--- src/rtl/display_scan_mux.sv ---
// Time-multiplexed digit scanner: walks NUM_CH channel words onto one 7-segment path,
// blanking the start of every slot, with per-digit mask, scan hold and manual channel select.
module display_scan_mux #(
  parameter int WIDTH         = 8,
  parameter int NUM_CH        = 4,
  parameter int DIV           = 1000,
  parameter int BLANK         = 16,
  parameter int EN_ACTIVE_LOW = 0,
  localparam int CW           = $clog2(NUM_CH)
) (
  input  logic                    i_clk,
  input  logic                    i_rst,
  input  logic [NUM_CH*WIDTH-1:0] i_data,
  input  logic [NUM_CH-1:0]       i_mask,
  input  logic                    i_hold,
  input  logic                    i_manual,
  input  logic [CW-1:0]           i_ctrl,
  output logic [WIDTH-1:0]        o_data,
  output logic [NUM_CH-1:0]       o_digit_en,
  output logic [CW-1:0]           o_sel,
  output logic                    o_frame
);

  localparam int CNTW = (DIV > 1) ? $clog2(DIV) : 1;
  localparam logic [CNTW-1:0] CNT_LAST  = CNTW'(DIV - 1);
  localparam logic [CNTW-1:0] CNT_BLANK = CNTW'(BLANK);
  localparam logic [CW-1:0]   SEL_LAST  = CW'(NUM_CH - 1);
  localparam logic            EN_INACT  = (EN_ACTIVE_LOW != 0);

  logic [CNTW-1:0]   cnt_q, cnt_d;
  logic [CW-1:0]     sel_q, sel_d;
  logic              manual_q;
  logic [WIDTH-1:0]  data_q, data_d;
  logic [NUM_CH-1:0] en_q, en_d;
  logic              frame_q, frame_d;
  logic              show;

  // Manual wins over hold; the first auto edge after manual restarts the slot in blanking.
  always_comb begin
    cnt_d   = cnt_q;
    sel_d   = sel_q;
    frame_d = 1'b0;
    if (i_manual) begin
      cnt_d = CNT_BLANK;
      sel_d = i_ctrl;
    end else if (manual_q) begin
      cnt_d = '0;
    end else if (!i_hold) begin
      if (cnt_q == CNT_LAST) begin
        cnt_d = '0;
        if (sel_q == SEL_LAST) begin
          sel_d   = '0;
          frame_d = 1'b1;
        end else begin
          sel_d = sel_q + CW'(1);
        end
      end else begin
        cnt_d = cnt_q + CNTW'(1);
      end
    end
  end

  // Outputs are decoded from the next state so they register on the same edge as cnt/sel.
  // An out-of-range index matches no channel and therefore stays blank.
  always_comb begin
    data_d = '0;
    en_d   = '0;
    show   = (cnt_d >= CNT_BLANK);
    for (int k = 0; k < NUM_CH; k++) begin
      if (show && i_mask[k] && (sel_d == CW'(k))) begin
        data_d  = i_data[k*WIDTH +: WIDTH];
        en_d[k] = 1'b1;
      end
    end
  end

  always_ff @(posedge i_clk or posedge i_rst) begin
    if (i_rst) begin
      cnt_q    <= '0;
      sel_q    <= '0;
      manual_q <= 1'b0;
      data_q   <= '0;
      en_q     <= {NUM_CH{EN_INACT}};
      frame_q  <= 1'b0;
    end else begin
      cnt_q    <= cnt_d;
      sel_q    <= sel_d;
      manual_q <= i_manual;
      data_q   <= data_d;
      en_q     <= en_d ^ {NUM_CH{EN_INACT}};
      frame_q  <= frame_d;
    end
  end

  assign o_data     = data_q;
  assign o_digit_en = en_q;
  assign o_sel      = sel_q;
  assign o_frame    = frame_q;

endmodule

--- config.mk ---
export PLATFORM = sky130hd
export DESIGN_NAME = display_scan_mux
export DESIGN_NICKNAME = d
export VERILOG_FILES = /design/src/rtl/display_scan_mux.sv
export SDC_FILE = /design/constraint.sdc
export NUM_CORES = 1
export LEC_CHECK = 0
export CORE_ASPECT_RATIO = 1.2
export CORE_MARGIN = 2
export CORE_UTILIZATION = 43
export CTS_CLUSTER_DIAMETER = 200
export DETAILED_ROUTE_END_ITERATION = 12
export HOLD_SLACK_MARGIN = 0.03
export PLACE_DENSITY = 0.81
export RECOVER_POWER = 25
export SKIP_LAST_GASP = 1
export SLEW_MARGIN = 20
export SYNTH_ARGS = -nofsm -noshare
export SYNTH_HDL_FRONTEND = slang
export SYNTH_SLANG_ARGS = --single-unit
export TNS_END_PERCENT = 10
--- constraint.sdc ---
create_clock -name i_clk -period 3 [get_ports i_clk]
set_input_delay 0.6 -clock i_clk [delete_from_list [all_inputs] [get_ports i_clk]]
set_output_delay 0.6 -clock i_clk [all_outputs]
set_load 0.1 [all_outputs]
==> results.sh, run 1 <==
export IMPL_h_tree_depth=1
export IMPL_max_slew_worst_pin_slew_ns=0.754
export IMPL_crit_path_start="i_hold"
export IMPL_grt_start_max_net_pins=21
export IMPL_synth_distinct_cells=45
export IMPL_place_inst=240
export IMPL_grt_pass1_vias=1308
export IMPL_die_w_um=57.2
export IMPL_finClkSkew_ns=0.00599
export IMPL_max_cap_viol_count=0
export IMPL_cts_clk_slew_worst_paths_ns=0.09
export IMPL_final_nets=252
export IMPL_finalHoldViolCount=0
export IMPL_cp_required_ns=3.15
export IMPL_synth_avg_cell_area_um2=11.2
export IMPL_drc=0
export IMPL_final_util=0.681
export IMPL_seq_area_frac_synth=0.446
export IMPL_cts_tree="built"
export IMPL_syn_area_um2=1460
export IMPL_fin_cells=244
export IMPL_p_leak_nw=0.958
export IMPL_ys_seq_elements=26
export IMPL_synth_top_area_frac=0.446
export IMPL_antenna_cells=0
export IMPL_critPathCaptureType="register"
export IMPL_drive_gt1_frac=0.280
export IMPL_dieArea_um2=3880
export IMPL_detail_route_antenna_nets=0
export IMPL_routedWlPerCell_um=16.0
export IMPL_yosysTopAreaCell="dfrtp_1"
export IMPL_status="complete, no violations"
export IMPL_die_h_um=67.8
export IMPL_reg2reg_slack_ns=0.28
export IMPL_post_cts_repair_setup_buffers=0
export IMPL_hold_worst_slack_ns=0.568
export IMPL_first_iter_violations=32
export IMPL_switchingPower_uw=299
export IMPL_reg2reg_to="o_data[6]$_DFF_PP0_"
export IMPL_async_flop_share=1.00
export IMPL_critPathMaxFanout=8
export IMPL_ios=57
export IMPL_numCtsBuffers=3
export IMPL_pwr_density_cell_nw_per_um2=403
export IMPL_final_min_clock_period_ns=2.85
export IMPL_num_rows=23
export IMPL_core_region_area_um2=3280
export IMPL_syn_nets=174
export IMPL_start_kind="input port"
export IMPL_p_int_uw=601
export IMPL_root_buffer="clkbuf_8"
export IMPL_ys_top_cells_by_area="dfrtp_1 45%, o221a_1 5.4%, a221o_1 4.8%, nor2_1 3.6%, xnor2_1 3.0%"
export IMPL_criticalPathCategory="in -> reg"
export IMPL_overflow=0
export IMPL_postCtsHoldBufs=0
export IMPL_synth_edf_count=0
export IMPL_synthMostInstantiatedCell="dfrtp_1"
export IMPL_r2r_cells=7
export IMPL_p_comb_frac=0.332
export IMPL_max_vdd_ir_drop_v=0.000285
export IMPL_grt_pass1_wl_um=6000
export IMPL_synthTopCellsByCount="26 x dfrtp_1, 14 x nor2_1, 8 x nand2_1"
export IMPL_hold_class="reg -> reg"
export IMPL_slew_violations=0
export IMPL_crit_arrival_ns=3.01
export IMPL_drtPass1Iterations=4
export IMPL_p_seq_frac=0.420
export IMPL_switching_share=0.332
export IMPL_syn_inst=130
export IMPL_clkPwrFrac=0.248
export IMPL_yosys_warnings=0
export IMPL_cts_resized=0
export IMPL_gp_congestion=0.883
export IMPL_endpoint="o_data[6]$_DFF_PP0_"
export IMPL_fin_crit_sh=0.952
export IMPL_cts_sinks=26
export IMPL_num_vias=1336
export IMPL_reg2reg_from="o_sel[0]$_DFF_PP0_"
export IMPL_fmax_mhz=350
export IMPL_postLayoutCellArea_um2=2230
export IMPL_grt_usage=0.200
export IMPL_setup_viol=0
export IMPL_placed_cell_area_um2=2170
export IMPL_initial_core_util=0.445
export IMPL_ctsLongestPathBuffers=2
export IMPL_wirelength_um=3910
export IMPL_io_buffer_count=56
export IMPL_via_per_inst=5.48
export IMPL_hpwl_um=3200
export IMPL_rsz0062_at_grt="yes"
export IMPL_finalSetupTns_ns=0
export IMPL_antenna_found_initial=0
export IMPL_max_slew_margin_rel=0.497
export IMPL_ys_flop_type="dfrtp_1"
export IMPL_clock_latency_ns=0.27
export IMPL_syn2layout_area_growth_pct=53.1
==> critical path, stage by stage <==
cell	delay, ns
clkdlybuf4s50_1	0.44
nand2b_1	0.23
or4_4	0.55
a31oi_4	0.28
nand2_2	0.13
or3_1	0.48
o221a_1	0.29
==> worst min-delay path by stage <==
stage	from	endpoint	slack, ns	cells after the start
3_3_place_gp	cnt_q[1]$_DFF_PP0_	cnt_q[1]$_DFF_PP0_	0.54	2
5_1_grt	cnt_q[1]$_DFF_PP0_	cnt_q[1]$_DFF_PP0_	0.60	2
6_report	cnt_q[1]$_DFF_PP0_	cnt_q[1]$_DFF_PP0_	0.57	2
4_1_cts	cnt_q[1]$_DFF_PP0_	cnt_q[1]$_DFF_PP0_	0.58	2
3_5_place_dp	cnt_q[0]$_DFF_PP0_	cnt_q[0]$_DFF_PP0_	0.59	2
2_1_floorplan	cnt_q[1]$_DFF_PP0_	cnt_q[1]$_DFF_PP0_	0.52	2
==> routing by layer <==
| metal | wire [um] | part of all wire | track usage |
|---|---|---|---|
| met1 | 1560 | 0.40 | 0.230 |
| met2 | 2080 | 0.53 | 0.364 |
| met3 | 107 | 0.027 | 0.0230 |
| met4 | 157 | 0.040 | 0.108 |
| met5 | 0 | 0 | 0 |
==> power groups by stage <==
stage	Clock [mW]	Sequential, mW	Combinational (mW)
after CTS	0.231	0.378	0.298
after global routing	0.247	0.380	0.312
after floorplan	0	0.496	0.0679
after detailed placement	0	0.385	0.298
after global placement	0	0.385	0.291
final	0.223	0.378	0.298
==> per-stage QoR <==
stage / setup WS [ns] / power [mW]
after floorplan: 0.165 / 0.564
after global placement: -0.0522 / 0.676
after detailed placement: -0.150 / 0.683
after CTS: 0.127 / 0.907
after global routing: -0.00544 / 0.939
final: 0.145 / 0.900
==> area by class of cell <==
class                   instances  area, um2
clock buffers                   4       55.1
fillers                       256       1050
inverters                       7       26.3
multi-input cells              93        772
flip-flops and latches         26        653
well taps                      37       46.3
repair buffers                 77        681
==> layout by cell type (no fill, tap or decap), drive strengths merged <==
cell,instances
nor4b,1
o21ai,3
a31oi,1
o21a,1
inv,7
a211oi,1
nand2,9
nor3b,1
a21oi,1
or4,2
clkdlybuf4s50,39
buf,36
o211ai,1
o41ai,2
dlygate4sd3,2
ha,2
a41oi,1
clkbuf,4
nand3,3
a221o,7
nor3,6
nand4,1
dfrtp,26
or2,1
a21boi,1
a221oi,1
nand4b,1
nand4bb,1
o32ai,1
o221a,7
mux2i,1
o31ai,2
nand3b,1
xnor2,5
nor2b,2
or3,3
xor2,5
nand2b,2
nor4,2
nor2,14
==> flip-flops by register name (all words and copies together) (netlist names) <==
signal / count
o_frame: 1
manual_q: 1
o_data: 8
o_digit_en: 4
cnt_q: 10
o_sel: 2
==> cell families (layout without fill, tap and decap cells) <==
group / Yosys count / in the layout / synth area share
compound gates: 30 / 30 / 0.220
xor+xnor: 10 / 10 / 0.0600
fa+ha+maj: 2 / 2 / 0.0171
buf+inv: 11 / 88 / 0.0300
flops: 26 / 26 / 0.446
mux: 1 / 1 / 0.00686
simple gates: 50 / 50 / 0.220
Power figures use the tool's default switching activity.
==> run 2: changes to the inputs <==
--- a/config.mk
+++ b/config.mk
@@ -5,10 +5,12 @@
 export SDC_FILE = /design/constraint.sdc
 export NUM_CORES = 1
 export LEC_CHECK = 0
+export CAP_MARGIN = 5
 export CORE_ASPECT_RATIO = 1.2
 export CORE_MARGIN = 2
 export CORE_UTILIZATION = 43
 export CTS_CLUSTER_DIAMETER = 200
+export CTS_CLUSTER_SIZE = 30
 export DETAILED_ROUTE_END_ITERATION = 12
 export HOLD_SLACK_MARGIN = 0.03
 export PLACE_DENSITY = 0.81
==> results of run 2 <==
Same layout as run 1: the final DEF is identical, and so are final timing and power.
==> run 3: changes to the inputs <==
--- a/config.mk
+++ b/config.mk
@@ -9,6 +9,7 @@
 export CORE_ASPECT_RATIO = 1.2
 export CORE_MARGIN = 2
 export CORE_UTILIZATION = 43
+export CTS_BUF_LIST = sky130_fd_sc_hd__clkbuf_16
 export CTS_CLUSTER_DIAMETER = 200
 export CTS_CLUSTER_SIZE = 30
 export DETAILED_ROUTE_END_ITERATION = 12
==> run 3 against run 2 <==
Register-to-register slack improved by 0.05 ns. Via count decreased by 0.45%. Hold slack improved by 0.024 ns. Utilization increased by 1.0 points. Non-clock buffer count unchanged. Wire length increased by 1.4%.
==> results.sh, run 3 (synthesis gave the netlist of run 1 again) <==
export IMPL_grt_start_max_net_pins=21
export IMPL_max_slew_margin_rel=0.503
export IMPL_slew_violations=0
export IMPL_criticalPathCategory="in -> reg"
export IMPL_numCtsBuffers=3
export IMPL_via_per_inst=5.45
export IMPL_pre_cts_ws_ns=-0.150
export IMPL_hold_worst_slack_ns=0.592
export IMPL_die_w_um=57.2
export IMPL_start_kind="input port"
export IMPL_grt_pass1_wl_um=6120
export IMPL_num_fill_cells=251
export IMPL_p_leak_nw=0.972
export IMPL_final_common_cell="clkdlybuf4s50_1"
export IMPL_cts_clk_slew_worst_paths_ns=0.07
export IMPL_dieArea_um2=3880
export IMPL_fmax_mhz=351
export IMPL_status="complete, no violations"
export IMPL_r2r_cells=9
export IMPL_syn2layout_area_growth_pct=55.4
export IMPL_clock_latency_ns=0.26
export IMPL_crit_arrival_ns=2.98
export IMPL_finalHoldViolCount=0
export IMPL_die_h_um=67.8
export IMPL_cts_tree="built"
export IMPL_pwr_density_cell_nw_per_um2=430
export IMPL_routedWlPerCell_um=16.2
export IMPL_final_cell_mix="39 x clkdlybuf4s50_1, 36 x buf_4, 24 x dfrtp_1"
export IMPL_rsz0062_at_grt="no"
export IMPL_reg2reg_to="o_data[7]$_DFF_PP0_"
export IMPL_reg2reg_from="o_sel[0]$_DFF_PP0_"
export IMPL_ios=57
export IMPL_placed_cell_area_um2=2170
export IMPL_initial_core_util=0.445
export IMPL_postLayoutCellArea_um2=2270
export IMPL_first_iter_violations=51
export IMPL_reg2reg_slack_ns=0.33
export IMPL_min_to="cnt_q[0]$_DFF_PP0_"
export IMPL_critPathCaptureType="register"
export IMPL_final_nets=252
export IMPL_gp_congestion=0.883
export IMPL_hold_class="reg -> reg"
export IMPL_drtPass1Iterations=4
export IMPL_hp_start="cnt_q[0]$_DFF_PP0_"
export IMPL_overflow=0
export IMPL_detail_route_antenna_nets=0
export IMPL_fin_crit_sh=0.949
export IMPL_largest_register="cnt_q"
export IMPL_grt_usage=0.206
export IMPL_core_region_area_um2=3280
export IMPL_largest_register_ffs=10
export IMPL_max_cap_viol_count=0
export IMPL_final_min_clock_period_ns=2.85
export IMPL_cp_required_ns=3.13
export IMPL_num_rows=23
export IMPL_max_vdd_ir_drop_v=0.000441
export IMPL_antenna_found_initial=0
export IMPL_critPathMaxFanout=8
export IMPL_grt_pass1_vias=1350
export IMPL_final_util=0.691
export IMPL_cts_sinks=26
export IMPL_io_buffer_count=56
export IMPL_root_buffer="clkbuf_16"
export IMPL_ctsLongestPathBuffers=2
export IMPL_drc=0
export IMPL_drive_gt1_frac=0.285
export IMPL_hpwl_um=3200
export IMPL_setup_viol=0
export IMPL_finClkSkew_ns=0.00616
export IMPL_num_vias=1330
export IMPL_max_slew_worst_pin_slew_ns=0.745
export IMPL_wirelength_um=3960
export IMPL_antenna_cells=0
export IMPL_min_path_cells=2
export IMPL_h_tree_depth=1
export IMPL_setup_slack_ns=0.153
==> run 3: cell types whose count changed in the layout (fill, tap and decap cells not counted) <==
cell	before	now
clkbuf_8	4	0
or3_4	0	2
or3_1	3	1
clkinv_1	0	1
clkbuf_16	0	3
==> run 3: how the worst max path moves through the flow <==
stage,start,to,cells after the start
3_3_place_gp,i_hold,o_data[3]$_DFF_PP0_,10
3_5_place_dp,i_hold,o_data[6]$_DFF_PP0_,10
5_1_grt,i_hold,o_data[7]$_DFF_PP0_,11
4_1_cts,i_hold,o_data[7]$_DFF_PP0_,10
6_report,i_hold,o_data[7]$_DFF_PP0_,9
2_1_floorplan,o_sel[0]$_DFF_PP0_,o_data[0]$_DFF_PP0_,8
==> run 3: report_power, final <==
group	leakage, nW	internal (mW)	switching, mW
clock network	0.0385	0.178	0.118
registers	0.345	0.368	0.0106
logic	0.588	0.117	0.184
total	0.972	0.663	0.312
==> run 3: repair_timing <==
item / 4_1_cts / 5_1_grt
setup endpoints to repair: 0 / 7
buffers inserted: 0 / 0
endpoints found under the hold margin: 0 / 0
gates resized for setup: 0 / 3
hold buffers: 0 / 0
==> run 3: metrics by stage <==
step                instances  power [mW]  setup TNS [ns]
global route              244        1.01               0
floorplan                 130       0.564               0
finish                    244       0.975               0
detailed placement        240       0.683          -0.933
CTS                       244       0.977               0
global placement          240       0.676          -0.321
==> run 3: cell type report <==
| cell class | instances | area, um2 | share of cell area |
|---|---|---|---|
| multi-input cells | 93 | 782 | 0.345 |
| flip-flops and latches | 26 | 653 | 0.288 |
| inverters | 7 | 26.3 | 0.0116 |
| clock buffers | 3 | 75.1 | 0.0331 |
| clock inverters | 1 | 3.75 | 0.00166 |
| repair buffers | 77 | 681 | 0.300 |
| well taps | 37 | 46.3 | 0.0204 |
==> run 3: worst max-delay path, cell delays in order <==
cell and delay (ns):
clkdlybuf4s50_1 0.45, nand2b_1 0.24, or4_4 0.55, a31oi_4 0.29, buf_4 0.17, nor4b_4 0.04
buf_4 0.16, a221o_1 0.35, o221a_1 0.13
==> run 3: routing by layer <==
metal  share of wire  routed length (um)  track usage  up-vias
li1                -                   -            -      648
met1            0.39                1550        0.223      634
met5               0                   0            0        -
met4           0.035                 138        0.140        0
met2            0.54                2140        0.369       38
met3           0.032                 128       0.0326       10
==> variant 1 (flow settings as in run 1) <==
`data_q` no longer has a reset.
--- a/src/rtl/display_scan_mux.sv
+++ b/src/rtl/display_scan_mux.sv
@@ -79,17 +79,19 @@
       cnt_q    <= '0;
       sel_q    <= '0;
       manual_q <= 1'b0;
-      data_q   <= '0;
       en_q     <= {NUM_CH{EN_INACT}};
       frame_q  <= 1'b0;
     end else begin
       cnt_q    <= cnt_d;
       sel_q    <= sel_d;
       manual_q <= i_manual;
-      data_q   <= data_d;
       en_q     <= en_d ^ {NUM_CH{EN_INACT}};
       frame_q  <= frame_d;
     end
+  end
+
+  always_ff @(posedge i_clk) begin
+    data_q <= data_d;
   end
 
   assign o_data     = data_q;
Function: changed (Yosys sat finds a counterexample within 4 cycles, from zero or initial values and one cycle with i_rst high).
==> variant 1 against run 1 <==
Design area shrank 3.0%. Global-route usage shrank 0.45 points. Routed wire length shrank 16%. Core utilization grew 1.6 points. Highest routed layer unchanged. Setup slack gained 78 ps. Sequential cell count is the same. Power is essentially flat. Largest power group unchanged. Synthesized area shrank 2.7%. Critical path depth grew 3. Critical path type unchanged. Clock skew shrank 3.5 ps.
==> variant 1: results (changes against run 1) <==
syn_area_per_cell_sq_um: 10.9  # -2.7%
hold_ws_ps: 596  # +27.5 ps
dp_hpwl_um: 2740  # -15%
clk_latency_ps: 310  # +40 ps
met1_usage: 0.206  # -0.0248
grt_start_max_net_pins: 19  # -9.5%
path_max_fanout: 7  # -1
clkTransAtPathRegs_ps: 140  # +50 ps
ys_types: 46  # +2.2%
grt_util_met2: 0.374  # +0.0100
p_int_mw: 0.616  # +2.5%
drt_iter0_markers: 33  # +3.1%
vias: 1269  # -5.0%
yosysSeqAreaShare: 0.430  # -0.0156
r2r_slack_ps: 310  # +30 ps
vdd_drop_max_v: 0.000295  # +3.3%
synthTopCellsByCount: "dfrtp_1 (18), nor2_1 (14), dfxtp_1 (8), nand2_1 (8)"
clock_skew_ps: 2.52  # -3.48 ps
synth_area_leaders: "dfrtp_1 (32%), dfxtp_1 (11%), o221a_1 (5.6%), a221o_1 (4.9%), nor2_1 (3.7%)"
status: "completed"
worst_pin_slew_ps: 681  # -73.6 ps
gr-usage-met3: 0.0485  # +0.0256
track_usage: 0.196  # -0.00452
synthArstFlopShare: 0.692  # -0.308
detail_route.wirelength_um: 3270  # -16%
slowest_stage: "clkdlybuf4s50_1"
r2r_end: "o_data[2]$_DFF_P_"
-- variant 1: cell types whose count changed after synthesis, sizes merged --
cell	change
dfrtp	-8
dfxtp	+8
-- variant 1: cell type report --
cell class                      count  area, sq um
Clock buffer                        3         22.5
Clock inverter                      1         30.0
Fill cell                         238          943
Inverter                            7         26.3
Multi-Input combinational cell     93          764
Sequential cell                    26          613
Tap cell                           36         45.0
Timing Repair Buffer               75          666
-- variant 1: worst max-delay path, delay by kind of cell --
family                 cells  cell delay, ps
buffers and inverters      3             760
and+or+nand+nor            2             600
AOI/OAI and AO/OA          5            1090
-- variant 1: routing by layer --
layer	routed length (um)	share of wire
met5	0	0
met4	37	0.011
met3	243	0.074
met2	1700	0.52
met1	1290	0.39
-- variant 1: logic make-up (layout without fill, tap and decap cells) --
group | count (synthesis) | after routing | synth area share
and+or+nand+nor | 50 | 50 | 0.226
AOI/OAI and AO/OA | 30 | 30 | 0.227
DFF | 26 | 26 | 0.430
buffers and inverters | 11 | 86 | 0.0309
xor gates and xnor gates | 10 | 10 | 0.0617
adders and majority gates | 2 | 2 | 0.0176
muxes | 1 | 1 | 0.00705
-- variant 1: power by group through the flow --
stage	Combinational (mW)	Clock, mW	Sequential [mW]
after floorplan	0.0661	0	0.496
after global placement	0.288	0	0.384
after detailed placement	0.292	0	0.384
after CTS	0.293	0.242	0.377
after global routing	0.305	0.255	0.379
final	0.290	0.234	0.377
-- variant 1: stage by stage --
stage | setup slack, ps | utilization
after global routing | 78.3 | 0.697
after floorplan | 171 | -
after CTS | 226 | 0.697
after detailed placement | -106 | 0.680
final | 223 | 0.697
after global placement | -42.6 | 0.680
==> variant 2 (config.mk and constraints of run 1) <==
Made on the original files. Change the parameter `WIDTH` from 8 to 10.
--- a/src/rtl/display_scan_mux.sv
+++ b/src/rtl/display_scan_mux.sv
@@ -1,7 +1,7 @@
 // Time-multiplexed digit scanner: walks NUM_CH channel words onto one 7-segment path,
 // blanking the start of every slot, with per-digit mask, scan hold and manual channel select.
 module display_scan_mux #(
-  parameter int WIDTH         = 8,
+  parameter int WIDTH         = 10,
   parameter int NUM_CH        = 4,
   parameter int DIV           = 1000,
   parameter int BLANK         = 16,
Ports: changed (resized i_data and o_data); port bits go from 57 to 67. No check against the original RTL was run, so the function may have changed too.
==> variant 2 against run 1 <==
The flow now finishes with violations (capacitance limit, slew limit). Synthesized area grew 26%. Die area grew 24%. Power grew 21%. Critical path type unchanged. Highest routed layer unchanged. Critical endpoint is now o_data[0]$_DFF_PP0_. Worst hold slack gained 44 ps. Sequential cell count grew 2. Setup slack gained 190 ps. Design area grew 16%. Clock skew is essentially flat. Routed wire length grew 24%.
==> variant 2: results (changes against run 1) <==
status: "finished, violations left"
failed_checks: "capacitance limit, slew limit"
worst_pin_slew_ps: 1520  # +765 ps
place.gp.congestion: 0.944  # +6.9%
synth_area_leaders: "dfrtp_1 (38%), a31oi_2 (7.5%), a32o_1 (5.4%), o2111ai_1 (4.8%), nor4_1 (4.4%)"
grt_util_met2: 0.404  # +0.0400
io_buffers: 66  # +18%
synth_mux_area_frac: 0.00543  # -0.00143
grt_pass1_vias: 1680  # +28%
track_usage: 0.215  # +0.0149
grt_start_max_net_pins: 29  # +38%
detail_route.wirelength_um: 4860  # +24%
vias_per_cell: 5.75  # +5.0%
synth_compound_area_frac: 0.242  # +0.0214
cp_slowest_stage_delay_ps: 630  # +80 ps
grt_pass1_wl_um: 8070  # +35%
drv_cap: 1  # +1
nFillCells: 344  # +34%
syn-num-nets: 222  # +28%
clock_skew_ps: 6.48  # +0.490 ps
worstPathArrival_ps: 2810  # -200 ps
synthTopCellsByCount: "dfrtp_1 (28), nor4_1 (13), nor2_1 (12), a31oi_2 (11)"
synth-xor-area-share: 0.0523  # -0.00772
slew_viol_final: 29  # +29
drive_above_1_share: 0.233  # -0.0471
==> variant 2: changes by cell type after synthesis, sizes merged, moves of 3 or more <==
| cell | change |
|---|---|
| nand3 | +8 |
| nor4 | +11 |
| nand2 | -6 |
| a221o | -7 |
| a32o | +10 |
| xor2 | -3 |
| o2111ai | +10 |
| buf | +7 |
| o221a | -7 |
| a31oi | +11 |
| xnor2 | +4 |
==> variant 2: metrics by stage <==
stage | std cells | util | setup WS [ps]
floorplan | 170 | - | 357
CTS | 292 | 0.618 | 341
finish | 292 | 0.617 | 340
global route | 292 | 0.617 | 125
global placement | 288 | 0.601 | 143
detailed placement | 288 | 0.601 | 40.4
==> variant 2: area by class of cell <==
type                       instances  area (sq um)  share of cell area
sequential                        28           701               0.271
multi-input combinational        124          1050               0.404
clock inverter                     1          30.0              0.0116
inverter                           5          18.8             0.00725
clock buffer                       3          41.3              0.0159
timing repair buffer              75           682               0.263
tap                               56          70.1              0.0271
==> variant 2: layer usage <==
metal | wire length, um | part of all wire
met1 | 2000 | 0.41
met2 | 2590 | 0.53
met3 | 210 | 0.043
met4 | 53 | 0.011
met5 | 0 | 0
==> variant 2: cells by family after synthesis <==
logic type	after synthesis
compound gates	42
simple gates	68
xor+xnor	11
flops	28
buf+inv	18
mux	1
fa+ha+maj	2
==> variant 2: worst paths after layout <==
path	slack, ps	cells past startpoint	end	from
min in group asynchronous	1280	3	o_data[4]$_DFF_PP0_	i_rst
hold reg to reg	610	2	cnt_q[1]$_DFF_PP0_	cnt_q[1]$_DFF_PP0_
hold / removal	610	2	cnt_q[1]$_DFF_PP0_	cnt_q[1]$_DFF_PP0_
setup reg to reg	590	7	o_data[0]$_DFF_PP0_	cnt_q[0]$_DFF_PP0_
max in group asynchronous	840	3	o_sel[1]$_DFF_PP0_	i_rst
setup / recovery	340	7	o_data[0]$_DFF_PP0_	i_hold
==> variant 2: power by group <==
| part | total [mW] | leakage (nW) | switching (mW) | internal, mW |
|---|---|---|---|---|
| clock | 0.298 | 0.0357 | 0.120 | 0.179 |
| combinational | 0.378 | 0.663 | 0.243 | 0.135 |
| sequential | 0.413 | 0.372 | 0.0148 | 0.398 |
| total | 1.09 | 1.07 | 0.377 | 0.712 |
==> variant 2: worst register-to-register path: stages, from the launching register on <==
cell	delay, ps
dfrtp_1	450
ha_1	290
and3b_1	230
xnor2_1	130
o31ai_1	450
a31oi_2	310
o2111ai_1	320
a31oi_2	120
